==> src/rtl/note_plot_scheduler.sv <==
// note_plot_scheduler
//   Draws the recorded note sequence as a piano-roll on a 160x120 VGA adapter.
//   It accepts single-shot draw-slot and clear-screen requests and drives one
//   pixel per clock to the adapter.
//   A draw erases the slot's column, then paints one block for the note.
//   A rest erases the column only. A clear fills the whole screen.
// Ports
//   clk, reset (sync, active-low)
//   draw_req, draw_slot[3:0], draw_note[3:0], draw_octave[1:0]  draw request
//   clear_req                                                  clear request
//   busy, done                                                 handshake status
//   x[7:0], y[6:0], colour[2:0], writeEn                       adapter plot bus
module note_plot_scheduler #(
  parameter int SCREEN_W = 160,
  parameter int SCREEN_H = 120,
  parameter int BLOCK_W = 8,
  parameter int BLOCK_H = 2,
  parameter logic [2:0] BG_COLOUR = 3'b000
) (
  input  logic       clk,
  input  logic       reset,
  input  logic       draw_req,
  input  logic [3:0] draw_slot,
  input  logic [3:0] draw_note,
  input  logic [1:0] draw_octave,
  input  logic       clear_req,
  output logic       busy,
  output logic       done,
  output logic [7:0] x,
  output logic [6:0] y,
  output logic [2:0] colour,
  output logic       writeEn
);

  typedef enum logic [2:0] {IDLE, ERASE, BLOCK, CLEAR, FINISH} state_t;

  localparam logic [7:0] X_MAX = 8'(SCREEN_W - 1);
  localparam logic [6:0] Y_MAX = 7'(SCREEN_H - 1);

  state_t     state_reg, state_next;
  logic [7:0] px_reg, px_next;
  logic [6:0] py_reg, py_next;
  logic [3:0] slot_reg, note_reg;
  logic [1:0] octave_reg;
  logic       latch;
  logic       emit;
  logic       fin;
  logic [2:0] emit_colour;

  logic [7:0] x_reg;
  logic [6:0] y_reg;
  logic [2:0] colour_reg;
  logic       write_en_reg, busy_reg, done_reg;

  logic [7:0] x0_in, x0, x_last;
  logic [5:0] row;
  logic [6:0] y0, y_blk_last;

  assign x0_in      = 8'(int'(draw_slot) * BLOCK_W);
  assign x0         = 8'(int'(slot_reg) * BLOCK_W);
  assign x_last     = 8'(int'(x0) + BLOCK_W - 1);
  assign row        = 6'(int'(octave_reg) * 12 + int'(note_reg));
  assign y0         = 7'(SCREEN_H - BLOCK_H * (int'(row) + 1));
  assign y_blk_last = 7'(int'(y0) + BLOCK_H - 1);

  // The pixel walker (state_reg/px_reg/py_reg) runs one cycle ahead of the
  // registered adapter outputs. That gap gives the one-cycle acceptance
  // latency, and it keeps FINISH aligned with the done pulse.
  always_comb begin
    state_next  = state_reg;
    px_next     = px_reg;
    py_next     = py_reg;
    latch       = 1'b0;
    emit        = 1'b0;
    fin         = 1'b0;
    emit_colour = BG_COLOUR;
    case (state_reg)
      IDLE: begin
        // done_reg high means the done cycle is still showing. Requests
        // seen in that cycle are dropped along with the operation.
        if (!done_reg) begin
          if (clear_req) begin
            state_next = CLEAR;
            px_next    = 8'd0;
            py_next    = 7'd0;
          end else if (draw_req) begin
            state_next = ERASE;
            px_next    = x0_in;
            py_next    = 7'd0;
            latch      = 1'b1;
          end
        end
      end
      ERASE: begin
        emit = 1'b1;
        if (px_reg == x_last) begin
          px_next = x0;
          if (py_reg == Y_MAX) begin
            if (note_reg < 4'd12) begin
              state_next = BLOCK;
              py_next    = y0;
            end else begin
              state_next = FINISH;
            end
          end else begin
            py_next = py_reg + 7'd1;
          end
        end else begin
          px_next = px_reg + 8'd1;
        end
      end
      BLOCK: begin
        emit        = 1'b1;
        emit_colour = {1'b0, octave_reg} + 3'd1;
        if (px_reg == x_last) begin
          px_next = x0;
          if (py_reg == y_blk_last) state_next = FINISH;
          else py_next = py_reg + 7'd1;
        end else begin
          px_next = px_reg + 8'd1;
        end
      end
      CLEAR: begin
        emit = 1'b1;
        if (px_reg == X_MAX) begin
          px_next = 8'd0;
          if (py_reg == Y_MAX) state_next = FINISH;
          else py_next = py_reg + 7'd1;
        end else begin
          px_next = px_reg + 8'd1;
        end
      end
      FINISH: begin
        fin        = 1'b1;
        state_next = IDLE;
      end
      default: state_next = IDLE;
    endcase
  end

  always_ff @(posedge clk) begin
    if (!reset) begin
      state_reg    <= IDLE;
      px_reg       <= 8'd0;
      py_reg       <= 7'd0;
      slot_reg     <= 4'd0;
      note_reg     <= 4'd0;
      octave_reg   <= 2'd0;
      x_reg        <= 8'd0;
      y_reg        <= 7'd0;
      colour_reg   <= 3'd0;
      write_en_reg <= 1'b0;
      busy_reg     <= 1'b0;
      done_reg     <= 1'b0;
    end else begin
      state_reg <= state_next;
      px_reg    <= px_next;
      py_reg    <= py_next;
      if (latch) begin
        slot_reg   <= draw_slot;
        note_reg   <= draw_note;
        octave_reg <= draw_octave;
      end
      // x/y/colour keep the last plotted pixel while writeEn is low.
      if (emit) begin
        x_reg      <= px_reg;
        y_reg      <= py_reg;
        colour_reg <= emit_colour;
      end
      write_en_reg <= emit;
      busy_reg     <= emit;
      done_reg     <= fin;
    end
  end

  assign x       = x_reg;
  assign y       = y_reg;
  assign colour  = colour_reg;
  assign writeEn = write_en_reg;
  assign busy    = busy_reg;
  assign done    = done_reg;

endmodule

==> config.mk <==
export PLATFORM = sky130hd
export DESIGN_NAME = note_plot_scheduler
export DESIGN_NICKNAME = d
export VERILOG_FILES = /design/src/rtl/note_plot_scheduler.sv
export SDC_FILE = /design/constraint.sdc
export NUM_CORES = 1
export LEC_CHECK = 0
export BUFFER_PORTS_ARGS = -buffer_cell sky130_fd_sc_hd__buf_2
export CORE_ASPECT_RATIO = 1.25
export CORE_UTILIZATION = 55
export CTS_BUF_LIST = sky130_fd_sc_hd__clkbuf_8
export DETAILED_ROUTE_END_ITERATION = 10
export PLACE_DENSITY = 0.76
export SLEW_MARGIN = 0
export SYNTH_ARGS = -nofsm -noshare
export SYNTH_HDL_FRONTEND = slang
export SYNTH_SLANG_ARGS = --single-unit
==> constraint.sdc <==
create_clock -name clk -period 3.6 [get_ports clk]
set_input_delay 0.36 -clock clk [delete_from_list [all_inputs] [get_ports clk]]
set_output_delay 0.36 -clock clk [all_outputs]
set_load 0.005 [all_outputs]
After elaboration in Yosys (flattened, before gate mapping). Cells that the tools add are included.

Input port bits: 14. Register bits after elaboration: 48.

Mux-type cells: 35. Order comparisons: 1. Reduce and logical (&&, ||, !) cells: 8. Add/subtract/negate cells: 10. Multiply operators: 1. Equality and inequality tests: 19.

Operators by type and width (number): 7-bit 2-to-1 mux (10); 8-bit 2-to-1 mux (5); 3-bit 2-to-1 mux (11); 7-bit case mux with 4 select lines (1); 8-bit case mux with 3 select lines (1); 2-bit inequality test (second input constant) (9); 3-bit case mux with 4 select lines (1); 9-bit AND reduction (1); 7-bit by 4-bit adder with 8-bit output (second input constant) (1); 8-bit by 1-bit adder with 8-bit output (second input constant) (1); 8-bit == test (1); 8-bit == test (second input constant) (1); 8-bit AND reduction (1); 8-bit by 1-bit subtractor with 8-bit output (second input constant) (1); 7-bit by 1-bit adder with 7-bit output (second input constant) (1); 7-bit by 2-bit adder with 7-bit output (second input constant) (1); 7-bit == test (1); 7-bit == test (second input constant) (1); 7-bit by 1-bit subtractor with 7-bit output (second input constant) (1); 7-bit subtractor (first input constant) (1); 6-bit by 1-bit adder with 6-bit output (second input constant) (1); 6-bit by 4-bit adder with 6-bit output (1); 3-bit by 2-bit == test with 1-bit output (second input constant) (2); 1-bit 2-to-1 mux (6); 12 further kinds (13).

Longest topological paths before layout. Gate-level depths: netlist (run 1).

Depth in word-level cells: 10. Depth in mapped cells: 11. Gate-level depth less buffers: 11.

Worst setup path after synthesis (run 1). OpenSTA, ideal clock, no wires.

Kind: register to register. Start point: register octave_reg[0]. End point: register state_reg[1]. Buffers on the path: 0. Clock period less this slack: 2.816 ns. Arrival: 2.684 ns. Data required time: 3.468 ns. Cell stages (with the launch flop): 12. Path slack: 0.784 ns. Library setup time: 0.132 ns. Cell sequence: dfxtp_1 > inv_1 > ha_1 > inv_1 > ha_1 > a21o_1 > o21a_1 > nor2_1 > xnor3_1 > o41a_1 > o31ai_1 > a21oi_1.

Word-level cells in the longest chain between the ends: 9.

Ends and longest elaborated chain: from (decl) (RTL line 44) `logic [1:0] octave_reg;`; from (signal assigned) (RTL line 162) `octave_reg <= draw_octave;`; 2-bit by 2-bit multiplier with 4-bit output (RTL line 62) `assign row = 6'(int'(octave_reg) * 12 + int'(note_reg));`; 6-bit by 4-bit adder with 6-bit output (RTL line 62); 6-bit by 1-bit adder with 6-bit output (RTL line 63) `assign y0 = 7'(SCREEN_H - BLOCK_H * (int'(row) + 1));`; 7-bit subtractor (RTL line 63); 7-bit by 2-bit adder with 7-bit output (RTL line 64) `assign y_blk_last = 7'(int'(y0) + BLOCK_H - 1);`; 7-bit by 1-bit subtractor with 7-bit output (RTL line 64); 7-bit == test (RTL line 117) `if (py_reg == y_blk_last) state_next = FINISH;`; 2-bit inequality test (no source line); 8-bit AND reduction (no source line); to (signal assigned) (RTL line 156) `state_reg <= state_next;`; to (decl) (RTL line 40) `state_t state_reg, state_next;`.

No other way between the ends. A chain may end at the register's enable or synchronous reset.

Worst setup path in the final report (run 1).
Start point: register octave_reg[0]. End point: register py_reg[5].

Word-level cells in the longest chain between the ends: 9. Elaborated cells on any way between the ends: 13.

Ends and longest elaborated chain: 2-bit by 2-bit multiplier with 4-bit output (*) (RTL line 62); 6-bit by 4-bit adder with 6-bit output (*) (RTL line 62); 6-bit by 1-bit adder with 6-bit output (*) (RTL line 63); 7-bit subtractor (*) (RTL line 63); 7-bit by 2-bit adder with 7-bit output (RTL line 64); 7-bit by 1-bit subtractor with 7-bit output (RTL line 64); 7-bit == test (RTL line 117); 2-bit inequality test (no source line); 9-bit AND reduction (no source line); to (signal assigned) (RTL line 158) `py_reg <= py_next;`; to (decl) (RTL line 42) `logic [6:0] py_reg, py_next;`.

Mark *: on every way between the ends. The rest lies on a longest branch, timed or not. The select of a mux whose other input is x is not followed.

==> out/metrics.yaml, run 1 <==
drt:
  wl_per_cell_um: 13.96
  ant_nets: 0
  dr.pass1.iters: 4
  dr.first_iter.drc_count: 142
  num_vias: 2249
  drc: 0
  wl_um: 5613
  vias_per_cell: 5.595
final_layout:
  area_delta_synth_final_pct: 11.06
  fin_nets: 362
  fin_cells: 402
  diodes: 0
  final_area_um2: 2978
  seqCellArea_um2: 960.9
  multiInputGateArea_um2: 1600
  drive_gt1_share_pct: 16.96
  fin_util_pct: 63.43
  fill_cells: 429
setup_path:
  crit_type: "register to register"
  cp-end-kind: "register"
  start_kind: "register"
  critical_path_arrival_ns: 3.33
  cp_max_fo: 5
  required_ns: 3.83
synth:
  yosys-top-cells-area: "dfxtp_1 (36%), nand2_1 (7.1%), mux2i_1 (5.6%)"
  yosysSeqAreaShare_pct: 35.84
  async_reset_ff_share_pct: 0
  syn_inst: 318
  synth_top_area_share_pct: 35.84
  syn_nets: 339
  synth_edf_count: 0
  ys_ff_latch: 48
  synth_cell_types: 52
  ys_warn_count: 0
  synthFlopType: "dfxtp_1"
  syn_area_per_cell_um2: 8.432
  syn_area_um2: 2681
  yosysTopAreaCell: "dfxtp_1"
sta:
  finalSetupViolCount: 0
  skew_ns: 0.005539
  rsz0062_at_grt: "no"
  fin_crit_sh_pct: 86.23
  fin_ws_ns: 0.4959
  holdWs_ns: 0.2930
  tightestPinTransition_ns: 0.6750
  max_freq_ghz: 0.3222
  fin_crit_ns: 3.104
  final_max_slew_viol_count: 0
  fin_setup_tns_ns: 0
  finalHoldViolations: 0
  relSlewSlack_pct: 54.37
hold_path:
  worst_hold_path_type: "input port to register"
power:
  p_int_mw: 1.223
  p_sw_share_pct: 38.65
  p_leak_nw: 1.286
  powerDensity_nw_per_um2: 669.7
  clockPowerShare_pct: 23.5
  comb_power_share_pct: 39.9
  max-vdd-ir-drop_v: 0.0005801
  seqPwrFrac_pct: 36.6
  power.total_mw: 1.994
  p_switching_uw: 770.9
placement:
  dp_slack_ns: 0.5404
  place_area_um2: 2840
  dpl.hpwl_um: 4198
  placed_cells: 394
  port_buffers: 34
  gp_congestion: 0.8884
clocking:
  clk_latency_ns: 0.30
  worst_setup_hold_path_clk_slew_ns: 0.09
  root_buffer: "clkbuf_8"
  cts_sinks: 48
  cts_tree: "yes"
  ctsHoldBuffers: 0
  cts_buffers: 5
  cts-resized-gates: 0
  cts_max_level: 2
  clk_path_buf_depth: 2
  post_cts_buffers: 0
die:
  boundaryPins: 35
  coreArea_um2: 4695
  fp.dieW_um: 64.45
  dieArea_um2: 5160
  row_count: 28
  initial_utilization_pct: 57.12
  fp.dieH_um: 80.07
global_routing:
  antenna_found_initial: 0
  grtUsageTotal_pct: 23.78
  grt_pass1_wl_um: 9563
  grt-ovfl-total: 0
  grt_max_degree: 25
  grt_pass1_vias: 2096
flow_run:
  maxCapViolCount: 0
run_status:
  status: "completed"
## path summary, 6_finish.rpt
| check | slack, ns | from | endpoint | cells after the start |
|---|---|---|---|---|
| min | 0.29 | draw_note[2] | note_reg[2] | 3 |
| max | 0.50 | octave_reg[0] | py_reg[5] | 11 |
| min reg2reg | 0.45 | x[3] | x[3] | 2 |
| max reg2reg | 0.50 | octave_reg[0] | py_reg[5] | 11 |
## routing by layer
layer | global-route usage, % | vias to the layer above | wire length [µm]
li1 | - | 1155 | -
met1 | 28.86 | 1028 | 2505
met2 | 42.21 | 58 | 2823
met3 | 4.119 | 8 | 218
met4 | 7.556 | 0 | 66
met5 | 0 | - | 0
## placed cells by master (no fill, tap or decap), types with 2 or more instances in the layout
cell       instances
o31ai_1            2
a22oi_1            5
nand3_1           10
dfxtp_1           48
xor2_1             8
a31oi_1            2
nor2_1            36
nor3_1             5
xnor3_1            2
mux2i_1           15
o21ai_2            2
o21ai_0            6
nand4_1            3
buf_4              2
bufinv_16          2
and3_1             4
nor3b_1            3
a21oi_1           28
ha_1               7
nand2_1           51
buf_2             34
inv_1              5
a211oi_1           2
nand2b_1           2
a221oi_1           4
xnor2_1           13
o21a_1             2
nand3b_1           2
nor4b_1            4
clkbuf_8           5
a22o_1             6
## worst max-delay path: stages, from the launching register on
cell and delay (ns):
dfxtp_1 0.39, inv_1 0.08, ha_1 0.27, inv_1 0.05
ha_1 0.35, a21o_1 0.23, nor3_1 0.26, and4bb_1 0.28
xor3_1 0.22, and4bb_2 0.27, or4_1 0.47, a21oi_1 0.15
## synth_stat cells, types with 2 or more instances
cell type  count
nand2_1       51
dfxtp_1       48
nor2_1        36
a21oi_1       28
mux2i_1       15
clkbuf_1      13
xnor2_1       13
nand3_1       10
xor2_1         8
ha_1           7
a22o_1         6
o21ai_0        6
a22oi_1        5
inv_1          5
nor3_1         5
a221oi_1       4
and3_1         4
nor4b_1        4
buf_2          3
nand4_1        3
nor3b_1        3
a211oi_1       2
a31oi_1        2
buf_4          2
buf_6          2
nand2b_1       2
nand3b_1       2
o21a_1         2
o21ai_2        2
o31ai_1        2
xnor3_1        2
## power groups by stage
stage	Clock, mW	Sequential, mW	Combinational, mW
finish	0.469	0.729	0.796
floorplan	0	0.683	0.678
detailed placement	0	0.740	0.791
global route	0.497	0.746	0.887
CTS	0.478	0.727	0.793
global placement	0	0.738	0.780
## cell type report
type                    instances  area share [%]
multi-input cells             245           53.74
flip-flops and latches         48           32.27
repair buffers                 36           6.218
well taps                      60           2.521
clock buffers                   5           2.311
clock inverters                 3           2.311
inverters                       5          0.6303
## logic make-up after synthesis
logic type                 after synthesis  share of synthesized area, %
xor gates and xnor gates                26                         10.64
adders and majority gates                7                         3.266
AOI/OAI and AO/OA                       67                         16.99
muxes                                   15                         5.599
and+or+nand+nor                        130                         23.19
buffers and inverters                   25                         4.480
DFF                                     48                         35.84
(Power assumes the default switching activity.)
==> inputs of run 2 (changes only) <==
--- a/config.mk
+++ b/config.mk
@@ -6,11 +6,13 @@
 export NUM_CORES = 1
 export LEC_CHECK = 0
 export BUFFER_PORTS_ARGS = -buffer_cell sky130_fd_sc_hd__buf_2
+export CELL_PAD_IN_SITES_DETAIL_PLACEMENT = 1
+export CELL_PAD_IN_SITES_GLOBAL_PLACEMENT = 2
 export CORE_ASPECT_RATIO = 1.25
-export CORE_UTILIZATION = 55
+export CORE_UTILIZATION = 36
 export CTS_BUF_LIST = sky130_fd_sc_hd__clkbuf_8
 export DETAILED_ROUTE_END_ITERATION = 10
-export PLACE_DENSITY = 0.76
+export PLACE_DENSITY_LB_ADDON = 0.1
 export SLEW_MARGIN = 0
 export SYNTH_ARGS = -nofsm -noshare
 export SYNTH_HDL_FRONTEND = slang
==> run 2 against run 1 <==
  * Non-clock buffer count rose by 1
  * Critical path type unchanged
  * Routed wire length is 27% higher
  * Clock skew is 0.0029 ns higher
  * Largest power group unchanged
  * Largest cell class unchanged
  * Register-to-register slack worse by 0.04 ns
  * Clock-buffer cell count stayed put
  * Utilization is 21 points lower
  * Worst hold slack worse by 0.018 ns
  * Clock power is 3% higher
  * Highest routed layer unchanged
  * Design area up 1.5%
==> out/metrics.yaml, run 2 (synthesis gave the netlist of run 1 again) <==
power:
  comb_power_share_pct: 40.3  # +0.4 points
  clockPowerShare_pct: 23.5  # about the same
  seqPwrFrac_pct: 36.2  # -0.4 points
  p_leak_nw: 1.291  # +0.42%
  powerDensity_nw_per_um2: 676.3  # +0.98%
  p_sw_share_pct: 40.09  # +1.4 points
  p_switching_uw: 819.5  # +6.3%
  max-vdd-ir-drop_v: 0.0002733  # -53%
  p_int_mw: 1.225  # +0.10%
global_routing:
  grt_pass1_wl_um: 12160  # +27%
  grt_pass1_vias: 2398  # +14%
  antenna_found_initial: 0  # unchanged
  grtUsageTotal_pct: 20.09  # -3.7 points
  grt_max_degree: 22  # -12%
  grt-ovfl-total: 0  # unchanged
final_layout:
  multiInputGateArea_um2: 1600  # unchanged
  diodes: 0  # unchanged
  fill_cells: 893  # +110%
  seqCellArea_um2: 960.9  # unchanged
  final_common_cell: "nand2_1"
  final_area_um2: 3023  # +1.5%
  mostFrequentLayoutCells: "nand2_1 (51), dfxtp_1 (48), nor2_1 (36)"
  area_delta_synth_final_pct: 12.74
  fin_nets: 363  # +0.28%
  drive_gt1_share_pct: 17.20  # +0.24 points
clocking:
  ctsHoldBuffers: 0  # unchanged
  root_buffer: "clkbuf_8"
  worst_setup_hold_path_clk_slew_ns: 0.10  # about the same
  clk_latency_ns: 0.31  # about the same
  cts-resized-gates: 0  # unchanged
  clk_path_buf_depth: 2  # unchanged
  cts_sinks: 48  # unchanged
  cts_tree: "yes"
  cts_max_level: 2  # unchanged
  cts_buffers: 5  # unchanged
  post_cts_buffers: 0  # unchanged
sta:
  finalSetupViolCount: 0  # unchanged
  fin_crit_ns: 3.141  # +0.03646 ns
  fin_setup_tns_ns: 0  # unchanged
  relSlewSlack_pct: 57.59  # +3.2 points
  fin_crit_sh_pct: 87.24  # +1.0 points
  finalHoldViolations: 0  # unchanged
  rsz0062_at_grt: "no"
  skew_ns: 0.008486  # +0.002947 ns
  max_freq_ghz: 0.3184  # -1.2%
  final_max_slew_viol_count: 0  # unchanged
  tightestPinTransition_ns: 0.6354  # -0.03959 ns
drt:
  drc: 0  # unchanged
  wl_per_cell_um: 16.45  # +18%
  ant_nets: 0  # unchanged
  vias_per_cell: 5.351  # -4.4%
  wl_um: 7124  # +27%
  dr.pass1.iters: 4  # unchanged
  dr.first_iter.drc_count: 86  # -39%
  num_vias: 2317  # +3.0%
die:
  boundaryPins: 35  # unchanged
  fp.dieH_um: 98.49  # +23%
  coreArea_um2: 7062  # +50%
  initial_utilization_pct: 37.97  # -19 points
  dieArea_um2: 7799  # +51%
  row_count: 34  # +21%
  fp.dieW_um: 79.19  # +23%
setup_path:
  cp-end-kind: "register"
  path_cells: "inv_1 -> ha_1 -> inv_1 -> ha_1 -> a21o_1 -> o21a_1 -> nor2_1 -> xnor3_1 -> o41a_1 -> o31ai_1 -> a21oi_1"
  worst-path-buf-inv: 2  # unchanged
  cp_max_fo: 5  # unchanged
  required_ns: 3.79  # -0.04 ns
  slowest_stage: "o41a_1"
  slowest_delay_ns: 0.46  # about the same
  cp_top_family: "compound AO/OA/AOI/OAI gates"
  critical_path_arrival_ns: 3.33  # about the same
  crit_type: "register to register"
  start_kind: "register"
placement:
  gp_congestion: 0.7747  # -13%
  place_area_um2: 2885  # +1.6%
  port_buffers: 34  # unchanged
  dpl.hpwl_um: 5110  # +22%
run_status:
  status: "completed"
hold_path:
  worst_hold_path_type: "input port to register"
flow_run:
  maxCapViolCount: 0  # unchanged
==> run 2: cell count changes in the layout (fill, tap and decap cells not counted), sizes merged <==
cell,previous run,this run
buf,36,37
==> run 2: routing by layer <==
metal  GRT usage [%]  vias up  share of wire, %
met2           33.62       33                48
met3           3.333        7               2.7
met1           26.47     1116                48
met4           5.594        0               1.3
met5               0        -                 0
li1                -     1161                 -
==> run 2: layout make-up <==
cell class | count | area share [%]
Clock buffer | 5 | 2.276
Clock inverter | 3 | 2.276
Inverter | 5 | 0.6209
Multi-Input combinational cell | 245 | 52.94
Sequential cell | 48 | 31.79
Tap cell | 90 | 3.725
Timing Repair Buffer | 37 | 6.374
==> run 2: metrics by stage <==
stage	instances	setup WS [ns]	hold WS [ns]	power (mW)	utilization (%)
after floorplan	318	0.7844	0.4527	1.361	-
after global placement	425	0.6472	0.4416	1.571	40.86
after detailed placement	425	0.5392	0.4435	1.584	40.86
after CTS	433	0.4612	0.2682	2.081	42.81
after global routing	433	0.3001	0.2971	2.203	42.81
final	433	0.4594	0.2751	2.044	42.81
==> run 2: worst paths after layout <==
kind | slack [ns] | cells after the start | startpoint | endpoint
setup / recovery | 0.46 | 11 | octave_reg[0] | state_reg[1]
hold / removal | 0.28 | 3 | draw_note[3] | note_reg[3]
setup reg to reg | 0.46 | 11 | octave_reg[0] | state_reg[1]
hold reg to reg | 0.46 | 2 | y[0] | y[0]
==> run 2: power groups by stage <==
stage | Clock [mW] | Combinational (mW) | Sequential [mW]
2_1_floorplan | 0 | 0.678 | 0.683
3_3_place_gp | 0 | 0.821 | 0.750
3_5_place_dp | 0 | 0.832 | 0.752
4_1_cts | 0.500 | 0.841 | 0.740
5_1_grt | 0.520 | 0.925 | 0.758
6_report | 0.481 | 0.824 | 0.739
==> run 2: worst min-delay path, stage by stage <==
cell	delay, ns
buf_2	0.07
mux2i_1	0.05
nor2_1	0.07
==> inputs of run 3 (changes only) <==
--- a/config.mk
+++ b/config.mk
@@ -5,11 +5,12 @@
 export SDC_FILE = /design/constraint.sdc
 export NUM_CORES = 1
 export LEC_CHECK = 0
+export ABC_AREA = 1
 export BUFFER_PORTS_ARGS = -buffer_cell sky130_fd_sc_hd__buf_2
 export CELL_PAD_IN_SITES_DETAIL_PLACEMENT = 1
 export CELL_PAD_IN_SITES_GLOBAL_PLACEMENT = 2
 export CORE_ASPECT_RATIO = 1.25
-export CORE_UTILIZATION = 36
+export CORE_UTILIZATION = 32
 export CTS_BUF_LIST = sky130_fd_sc_hd__clkbuf_8
 export DETAILED_ROUTE_END_ITERATION = 10
 export PLACE_DENSITY_LB_ADDON = 0.1
==> run 3 against run 2 <==
  * The run now ends with design-rule violations left
  * Global-route usage shrank 1.2 points
  * Critical path type unchanged
  * Clock-buffer cell count unchanged
  * Non-clock buffer count fell by 1
  * Utilization decreased by 5.6 points
  * Critical path depth increased by 7
  * Via count rose by 15%
  * Largest cell class unchanged
  * Critical endpoint is now py_reg[0]
  * First-iteration DRC count rose by 20%
==> out/metrics.yaml, run 3 <==
global_routing:
  grtUsageTotal_pct: 18.88  # -1.2 points
  antenna_found_initial: 0  # unchanged
  grt_pass1_wl_um: 13210  # +8.7%
  grt_max_degree: 41  # +86%
  grt_pass1_vias: 2764  # +15%
  grt-ovfl-total: 0  # unchanged
drt:
  vias_per_cell: 4.987  # -6.8%
  ant_nets: 0  # unchanged
  dr.pass1.iters: 7  # +3
  drc: 2  # +2
  dr.first_iter.drc_count: 103  # +20%
  num_vias: 2673  # +15%
  wl_um: 7853  # +10%
  wl_per_cell_um: 14.65  # -11%
final_layout:
  diodes: 0  # unchanged
  area_delta_synth_final_pct: 12.96
  multiInputGateArea_um2: 1491  # -6.8%
  seqCellArea_um2: 960.9  # unchanged
  fin_nets: 459  # +26%
  fill_cells: 1107  # +24%
  mostFrequentLayoutCells: "nand2_1 (78), inv_1 (54), nor2_1 (53)"
  fin_util_pct: 37.20  # -5.6 points
  final_common_cell: "nand2_1"
  drive_gt1_share_pct: 14.81  # -2.4 points
clocking:
  cts-resized-gates: 0  # unchanged
  post_cts_buffers: 0  # unchanged
  ctsHoldBuffers: 0  # unchanged
  clk_latency_ns: 0.31  # about the same
  cts_sinks: 48  # unchanged
  worst_setup_hold_path_clk_slew_ns: 0.09  # about the same
  root_buffer: "clkbuf_8"
  cts_tree: "yes"
  clk_path_buf_depth: 2  # unchanged
  cts_max_level: 2  # unchanged
  cts_buffers: 5  # unchanged
synth:
  ys_ff_latch: 48  # unchanged
  synth_edf_count: 0  # unchanged
  yosysTopAreaCell: "dfxtp_1"
  synth.most_common_cell: "nand2_1"
  synthFlopType: "dfxtp_1"
  synth_cell_types: 39  # -25%
  ys_warn_count: 0  # unchanged
  syn_area_um2: 2714  # +1.2%
  yosysSeqAreaShare_pct: 35.41  # -0.43 points
  async_reset_ff_share_pct: 0  # unchanged
  syn_area_per_cell_um2: 6.684  # -21%
  syn_nets: 427  # +26%
  synth_commonest_cells: "nand2_1 (78), inv_1 (54), nor2_1 (53), dfxtp_1 (48), o21ai_0 (37)"
  yosys-top-cells-area: "dfxtp_1 (35%), nand2_1 (11%), inv_1 (7.5%)"
  syn_inst: 406  # +28%
  synth_top_area_share_pct: 35.41  # -0.43 points
sta:
  fin_ws_ns: 1.075  # +0.6159 ns
  skew_ns: 0.01142  # +0.002931 ns
  final_max_slew_viol_count: 0  # unchanged
  rsz0062_at_grt: "no"
  holdWs_ns: 0.2800  # +0.004942 ns
  relSlewSlack_pct: 54.12  # -3.5 points
  max_freq_ghz: 0.3961  # +24%
  fin_crit_sh_pct: 70.13  # -17 points
  tightestPinTransition_ns: 0.6882  # +0.05283 ns
  finalHoldViolations: 0  # unchanged
  finalSetupViolCount: 0  # unchanged
  fin_setup_tns_ns: 0  # unchanged
  fin_crit_ns: 2.525  # -0.6159 ns
setup_path:
  critical_path_arrival_ns: 2.73  # -0.60 ns
  setup.worst_path.start: "octave_reg[0]"
  cp_max_fo: 8  # +3
  crit_type: "register to register"
  required_ns: 3.80  # about the same
  path_cells: "inv_1 -> ha_1 -> inv_1 -> ha_1 -> nand3_1 -> nand3_1 -> nand2_1 -> nand2_2 -> nor2_1 -> nand2_1 -> nand2_1 -> nand2_1 -> nand2_2 -> nand3_4 -> nand2_4 -> nand2_1 -> nand2_1 -> nor2_1"
  worst-path-buf-inv: 2  # unchanged
  r2r_start: "octave_reg[0]"
  cp_top_family: "simple AND/OR/NAND/NOR gates"
  crit_top_cell: "nand2_1"
  slowest_stage: "ha_1"
  cp-end-kind: "register"
  slowest_delay_ns: 0.38  # -0.08 ns
  start_kind: "register"
die:
  fp.dieH_um: 105.0  # +6.6%
  fp.dieW_um: 84.37  # +6.5%
  initial_utilization_pct: 32.93  # -5.0 points
  coreArea_um2: 8240  # +17%
  boundaryPins: 35  # unchanged
  dieArea_um2: 8855  # +14%
  row_count: 37  # +8.8%
power:
  powerDensity_nw_per_um2: 722.0  # +6.8%
  max-vdd-ir-drop_v: 0.0002040  # -25%
  p_leak_nw: 1.409  # +9.1%
hold_path:
  hp-start: "draw_note[2]"
  worst_hold_path_type: "input port to register"
placement:
  dpl.hpwl_um: 6228  # +22%
  dp_slack_ns: 1.070  # +0.5312 ns
  port_buffers: 34  # unchanged
  gp_congestion: 0.7693  # -0.70%
run_status:
  violations: "design-rule violations"
  status: "complete, but fails checks"
flow_run:
  maxCapViolCount: 0  # unchanged
-- run 3: changes by cell type in the layout (fill, tap and decap cells not counted), sizes merged, moves of 5 or more --
cell,delta
o22ai,+5
a21oi,+5
nand2,+36
inv,+50
a22o,-6
nor2,+19
o21ai,+31
xnor2,-13
mux2i,-15
nand3,+20
-- run 3: cell type report --
class	instances	area share, %
Multi-Input combinational cell	290	48.65
Sequential cell	48	31.35
Inverter	57	6.980
Timing Repair Buffer	36	6.041
Tap cell	97	3.959
Clock buffer	5	2.245
Clock inverter	3	0.7755
-- run 3: path summary, 6_finish.rpt --
check,endpoint,slack (ns),depth (start not counted)
worst max-delay path,py_reg[0],1.08,18
worst min-delay path,note_reg[2],0.28,3
worst min register to register,colour[0],0.48,2
worst max register to register,py_reg[0],1.08,18
-- run 3: cells by family after synthesis --
group / share of synthesized area (%)
AO/OA/AOI/OAI: 17.89
XOR/XNOR: 3.550
adder cells (fa/ha/maj): 3.227
buffers and inverters: 9.636
flip-flops: 35.41
AND/OR/NAND/NOR: 30.29
-- run 3: power by group --
group          switching [mW]  internal (mW)  total, mW  leakage [nW]
sequential              0.133          0.692      0.825         0.394
combinational           0.685          0.369       1.05         0.975
clock                   0.197          0.138      0.335        0.0404
-- run 3: stage by stage --
step           cells  instance area [µm²]  power, mW
2_1_floorplan    406                 2714      1.561
3_3_place_gp     528                 2973      1.890
3_5_place_dp     528                 2973      1.910
4_1_cts          536                 3065      2.254
5_1_grt          536                 3065      2.431
6_report         536                 3065      2.213
-- run 3: routing by layer --
metal | vias up | track usage [%] | share of wire [%] | wire (µm)
met1 | 1273 | 21.68 | 43 | 3409
met4 | 0 | 5.811 | 1.5 | 117
met2 | 14 | 36.24 | 54 | 4247
met3 | 8 | 1.896 | 0.99 | 78
li1 | 1378 | - | - | -
met5 | - | 0 | 0 | 0
-- run 3: tightest hold or removal path, stage by stage --
cell	delay, ns
buf_2	0.07
nor2_1	0.03
nor2_1	0.08
